--- src/rtl/csr_timer_bank.sv ---
// csr_timer_bank: NUM_TIMERS down-counting timers (one-shot or periodic) with
// sticky pending bits, per-channel interrupt enables, a prioritised interrupt
// request and a free-running 64-bit stable counter, all behind a CSR port.
module csr_timer_bank #(
  parameter int unsigned        NUM_TIMERS = 4,
  parameter int unsigned        CNT_W      = 32,
  parameter int unsigned        ADDR_W     = 14,
  parameter logic [ADDR_W-1:0]  BASE_ADDR  = 14'h041,
  parameter logic [ADDR_W-1:0]  IE_ADDR    = 14'h040
) (
  input  logic                  clk,
  input  logic                  resetn,
  input  logic                  csr_we,
  input  logic [ADDR_W-1:0]     csr_wnum,
  input  logic [31:0]           csr_wmask,
  input  logic [31:0]           csr_wdata,
  input  logic [ADDR_W-1:0]     csr_rnum,
  output logic [31:0]           csr_rdata,
  output logic                  csr_hit,
  output logic [NUM_TIMERS-1:0] timer_pending,
  output logic                  timer_irq,
  output logic [2:0]            timer_irq_id,
  output logic [63:0]           stable_cnt
);

  // Register slot inside a channel's 4-CSR window.
  typedef enum logic [1:0] {
    REG_TCFG  = 2'd0,
    REG_TVAL  = 2'd1,
    REG_TICLR = 2'd2,
    REG_TSTAT = 2'd3
  } reg_e;

  typedef struct packed {
    logic             en;
    logic             periodic;
    logic [CNT_W-3:0] initval;
    logic [CNT_W-1:0] cnt;
    logic             pending;
  } chan_t;

  localparam logic [ADDR_W-1:0] SPAN = ADDR_W'(4 * NUM_TIMERS);

  chan_t                 chan_q [NUM_TIMERS];
  chan_t                 chan_d [NUM_TIMERS];
  logic [NUM_TIMERS-1:0] ie_q, ie_d;
  logic [63:0]           stable_q, stable_d;

  logic [ADDR_W-1:0]     w_off, r_off;
  logic                  w_chan_hit, r_chan_hit;
  reg_e                  w_reg, r_reg;
  logic [NUM_TIMERS-1:0] irq_active;

  // Decode write and read CSR numbers into channel window offsets.
  always_comb begin
    w_off      = csr_wnum - BASE_ADDR;
    r_off      = csr_rnum - BASE_ADDR;
    w_chan_hit = (csr_wnum >= BASE_ADDR) && (w_off < SPAN);
    r_chan_hit = (csr_rnum >= BASE_ADDR) && (r_off < SPAN);
    w_reg      = reg_e'(w_off[1:0]);
    r_reg      = reg_e'(r_off[1:0]);
  end

  // Next state: masked CSR writes, counting/reload, sticky expiry, IE, stable counter.
  always_comb begin
    logic             sel;
    logic             cfg_wr;
    logic             clr_wr;
    logic [CNT_W-1:0] cfg_old;
    logic [CNT_W-1:0] cfg_new;
    // NOTE: every variable gets a value before any branch so no latch can be inferred.
    sel      = 1'b0;
    cfg_wr   = 1'b0;
    clr_wr   = 1'b0;
    cfg_old  = '0;
    cfg_new  = '0;
    ie_d     = ie_q;
    stable_d = stable_q + 64'd1;
    for (int i = 0; i < int'(NUM_TIMERS); i++) begin
      chan_d[i] = chan_q[i];
      sel     = csr_we && w_chan_hit && (w_off[ADDR_W-1:2] == (ADDR_W-2)'(i));
      cfg_wr  = sel && (w_reg == REG_TCFG);
      clr_wr  = sel && (w_reg == REG_TICLR) && csr_wmask[0] && csr_wdata[0];
      cfg_old = {chan_q[i].initval, chan_q[i].periodic, chan_q[i].en};
      cfg_new = (csr_wmask[CNT_W-1:0] & csr_wdata[CNT_W-1:0]) |
                (~csr_wmask[CNT_W-1:0] & cfg_old);

      if (cfg_wr) begin
        chan_d[i].en       = cfg_new[0];
        chan_d[i].periodic = cfg_new[1];
        chan_d[i].initval  = cfg_new[CNT_W-1:2];
        // Enabling always restarts from the (possibly new) initial value;
        // disabling leaves the count frozen where it is.
        if (cfg_new[0]) begin
          chan_d[i].cnt = {cfg_new[CNT_W-1:2], 2'b00};
        end
      end else if (chan_q[i].en && (chan_q[i].cnt != '1)) begin
        if ((chan_q[i].cnt == '0) && chan_q[i].periodic) begin
          chan_d[i].cnt = {chan_q[i].initval, 2'b00};
        end else begin
          chan_d[i].cnt = chan_q[i].cnt - CNT_W'(1);
        end
      end

      // Expiry takes priority over a software clear in the same cycle.
      if (chan_q[i].en && (chan_q[i].cnt == '0)) begin
        chan_d[i].pending = 1'b1;
      end else if (clr_wr) begin
        chan_d[i].pending = 1'b0;
      end
    end

    if (csr_we && (csr_wnum == IE_ADDR)) begin
      ie_d = (csr_wmask[NUM_TIMERS-1:0] & csr_wdata[NUM_TIMERS-1:0]) |
             (~csr_wmask[NUM_TIMERS-1:0] & ie_q);
    end
  end

  // State registers with synchronous active-low reset.
  always_ff @(posedge clk) begin
    // NOTE: sequential state uses non-blocking assignments so all flops update together.
    if (!resetn) begin
      // NOTE: the channel array is a handful of control flops, not a RAM, so every entry is reset.
      for (int i = 0; i < int'(NUM_TIMERS); i++) begin
        chan_q[i] <= '{en: 1'b0, periodic: 1'b0, initval: '0, cnt: '1, pending: 1'b0};
      end
      ie_q     <= '0;
      stable_q <= '0;
    end else begin
      for (int i = 0; i < int'(NUM_TIMERS); i++) begin
        chan_q[i] <= chan_d[i];
      end
      ie_q     <= ie_d;
      stable_q <= stable_d;
    end
  end

  // Combinational CSR read mux; unmapped numbers read 0 with csr_hit low.
  always_comb begin
    csr_rdata = '0;
    csr_hit   = 1'b0;
    if (csr_rnum == IE_ADDR) begin
      csr_hit   = 1'b1;
      csr_rdata = 32'(ie_q);
    end else if (r_chan_hit) begin
      csr_hit = 1'b1;
      for (int i = 0; i < int'(NUM_TIMERS); i++) begin
        if (r_off[ADDR_W-1:2] == (ADDR_W-2)'(i)) begin
          case (r_reg)
            REG_TCFG:  csr_rdata = 32'({chan_q[i].initval, chan_q[i].periodic, chan_q[i].en});
            REG_TVAL:  csr_rdata = 32'(chan_q[i].cnt);
            REG_TICLR: csr_rdata = '0;
            REG_TSTAT: csr_rdata = {29'd0, (chan_q[i].cnt == '1), chan_q[i].en, chan_q[i].pending};
            default:   csr_rdata = '0;
          endcase
        end
      end
    end
  end

  // Gather pending bits into the output vector.
  always_comb begin
    timer_pending = '0;
    for (int i = 0; i < int'(NUM_TIMERS); i++) begin
      timer_pending[i] = chan_q[i].pending;
    end
  end

  // Interrupt request and lowest-index priority encode.
  always_comb begin
    irq_active   = timer_pending & ie_q;
    timer_irq    = |irq_active;
    timer_irq_id = 3'd0;
    for (int i = int'(NUM_TIMERS) - 1; i >= 0; i--) begin
      if (irq_active[i]) begin
        timer_irq_id = 3'(i);
      end
    end
  end

  assign stable_cnt = stable_q;

endmodule

--- config.mk ---
export PLATFORM = sky130hd
export DESIGN_NAME = csr_timer_bank
export DESIGN_NICKNAME = d
export VERILOG_FILES = /design/src/rtl/csr_timer_bank.sv
export SDC_FILE = /design/constraint.sdc
export NUM_CORES = 1
export LEC_CHECK = 0
export CORE_MARGIN = 4
export CORE_UTILIZATION = 40
export CTS_CLUSTER_SIZE = 28
export DETAILED_ROUTE_END_ITERATION = 7
export SYNTH_ARGS = -nofsm -noshare
export SYNTH_HDL_FRONTEND = slang
export SYNTH_SLANG_ARGS = --single-unit
export TNS_END_PERCENT = 1
--- constraint.sdc ---
create_clock -name clk -period 5.05 [get_ports clk]
set_input_delay 1.01 -clock clk [delete_from_list [all_inputs] [get_ports clk]]
set_output_delay 1.01 -clock clk [all_outputs]
set_load 0.1 [all_outputs]
==> impl_metrics.json <==
{
  "cts_hold_buf": 0,
  "syn2layout_area_growth_pct": 21.0,
  "synth_edf_count": 0,
  "cp_slowest_cell": "or4b_1",
  "portBuffers": 198,
  "finClkSkew_ps": 28.2,
  "crit_path_start_kind": "input pin",
  "track_usage_pct": 35.6,
  "relSlewSlack_pct": 4.36,
  "ys_seq_area_share_pct": 31.1,
  "crit_start": "csr_rnum[0]",
  "synth_cell_types": 83,
  "critical_path_class": "in2out",
  "ys_ff_latch": 328,
  "cts_buffers": 41,
  "rr_endpoint": "chan_q[0][91]",
  "die_x_um": 238,
  "setup_violations": 0,
  "slew_viol_final": 0,
  "critical-path-max-stage-delay_ps": 650,
  "overflow": 0,
  "r2r_start": "chan_q[0][81]",
  "fin_crit_ps": 4890,
  "drive_above_1_share_pct": 8.22,
  "drtPass1Iterations": 8,
  "finalNonFillerCells": 3723,
  "clock-sinks": 328,
  "fmax_ghz": 0.204,
  "num_vias": 24720,
  "drtAntennaViolNets": 0,
  "postLayoutSetupSlackWorst_ps": 155,
  "first_iter_violations": 3594,
  "netlist_instances": 2963,
  "critPathBufInv": 2,
  "rsz0062_at_grt": "yes",
  "cp.required_ps": 4040,
  "finalHoldViolations": 0,
  "path_clk_slew_ps": 60,
  "rows": 83,
  "cp_top_family": "simple AND/OR/NAND/NOR gates",
  "finalCritPeriodShare_pct": 96.9,
  "wl_per_cell_um": 28.6,
  "cap_violations": 0,
  "gp_congestion": 1.11,
  "ff2ff_path_depth": 7,
  "worstPathCellList": "clkdlybuf4s50_1 > or4_1 > or4b_1 > a211oi_4 > a21boi_1 > a2111oi_1 > o31ai_2 > buf_12",
  "outcome": "finished with violations",
  "power_density_mw_per_mm2": 248,
  "ios": 200,
  "die-area_mm2": 0.0565,
  "root_buffer": "clkbuf_16",
  "final_util_pct": 49.3,
  "ir_worst_vdd_v": 0.000216,
  "setup_tns_ps": 0,
  "synth_area_mm2": 0.0211,
  "core_region_area_mm2": 0.0518,
  "postSynth.asyncResetShare_pct": 0,
  "synth-main-ff-cell": "dfxtp_1",
  "layout_commonest_cell": "nand2_1",
  "synth_nets": 3067,
  "grt_max_degree": 118,
  "start_util_pct": 40.7,
  "dp_cells": 3645,
  "final_cell_mix": "nand2_1, nor2_1, dfxtp_1, a21oi_1, nand3_1",
  "yosysWarnings": 0,
  "final_nets": 3112,
  "cp_data_arrival_time_ps": 3880,
  "insertion_delay_ps": 610,
  "clk_path_buf_depth": 3,
  "cp.depth": 8,
  "crit_end": "csr_rdata[2]",
  "syn_avg_cell_area_um2": 7.12,
  "max_slew.worst_pin.slew_ps": 1420,
  "hold_path.class": "reg2reg",
  "viasPerCell": 6.64,
  "cp-end-kind": "output pin",
  "grt_pass1_vias": 22432,
  "violations": "design-rule violations",
  "cts_tree": "done",
  "htree_levels": 2,
  "cp_max_fo": 4,
  "drc": 7,
  "wirelength_um": 106000,
  "grt_first_pass_wirelength_um": 153000,
  "power.leakage_nw": 8.86,
  "dp_slack_ps": 103,
  "die_y_um": 238,
  "r2r_slack_ps": 1210,
  "dp_hpwl_um": 76500,
  "antenna_found_initial": 4
}
registers in the layout, summed over array words and instances (netlist names), named ones only:
| signal | count |
|---|---|
| chan_q | 256 |
| stable_cnt | 64 |
logic make-up after synthesis:
kind of cell    after synthesis  synth area share (%)
xor+xnor                    118                  4.90
compound gates              776                  24.5
other cells                   1                0.0178
buf+inv                     310                  5.80
mux                          42                  2.01
simple gates               1379                  31.1
flops                       328                  31.1
fa+ha+maj                     9                 0.534
report_power, final:
group / internal, W / switching (W) / leakage, nW
Combinational: 0.000149 / 0.000319 / 5.49
Sequential: 0.00259 / 0.00000354 / 2.65
Clock: 0.00192 / 0.00135 / 0.727
synthesized netlist by cell type (all sizes together), types with 6 or more instances:
library cell	n	area share, %
nand4	77	2.3
or3	26	0.77
or4	35	1.4
xor2	71	2.9
a221o	35	1.7
a211o	16	0.66
a22o	58	2.4
and4	17	0.71
nor3b	7	0.25
a211oi	19	0.70
a21oi	202	4.8
nor4	56	2.0
nor2b	26	0.77
nand2b	23	0.68
a31oi	24	0.71
o21bai	12	0.43
o311ai	11	0.46
inv	32	0.57
o31ai	16	0.59
o211ai	68	2.5
o21ai	147	3.6
nand2	418	7.4
buf	39	0.98
nor4b	7	0.32
a21boi	7	0.25
and3	14	0.41
and2	6	0.18
nand3	198	4.7
xnor2	47	2.0
nor2	373	6.6
a22oi	65	2.3
o21a	8	0.28
nor3	69	1.6
o22ai	37	1.1
ha	9	0.53
or2	10	0.30
o221ai	9	0.37
mux2i	39	1.8
dfxtp	328	31
clkbuf	239	4.3
per-stage QoR:
stage                     power, W  hold slack [ps]  area, um^2
after global placement     0.00310              438       24100
final                      0.00633              459       25500
after floorplan            0.00287              440       21100
after detailed placement   0.00310              448       24100
after CTS                  0.00632              465       25500
after global routing       0.00644              496       25500
how the worst min path moves through the flow:
stage	start	endpoint	slack, ps	cells after the start
3_3_place_gp	stable_cnt[0]	stable_cnt[0]	440	1
2_1_floorplan	register	register	440	2
5_1_grt	chan_q[0][230]	chan_q[0][230]	500	2
4_1_cts	stable_cnt[0]	stable_cnt[0]	460	1
6_report	stable_cnt[0]	stable_cnt[0]	460	1
3_5_place_dp	stable_cnt[0]	stable_cnt[0]	450	1
area by class of cell:
class	count	area [um^2]
Sequential cell	328	6570
Multi-Input combinational cell	2325	13500
Inverter	32	125
Clock inverter	19	282
Timing Repair Buffer	280	3040
Antenna cell	3	7.51
Tap cell	680	851
Fill cell	4987	26300
Clock buffer	56	1180
layer usage:
metal | vias to the layer above | share of wire (%) | track usage, %
met5 | - | 0.012 | 0
met4 | 2 | 8.0 | 22.8
met3 | 391 | 11 | 9.17
met2 | 1787 | 42 | 53.5
met1 | 11729 | 38 | 45.3
li1 | 10811 | - | -
worst register-to-register path: cells and delay by family, from the launching register on:
kind                   cells  cell delay [ps]
buffers and inverters      1              400
AO/OA/AOI/OAI              2             1110
AND/OR/NAND/NOR            4             1480
flip-flops                 1              690
what timing repair did:
action	in CTS	in global routing
setup endpoints to repair	0	3
buffers inserted	0	0
gates resized for setup	0	3
No activity file was read; power rests on OpenSTA's default activity.
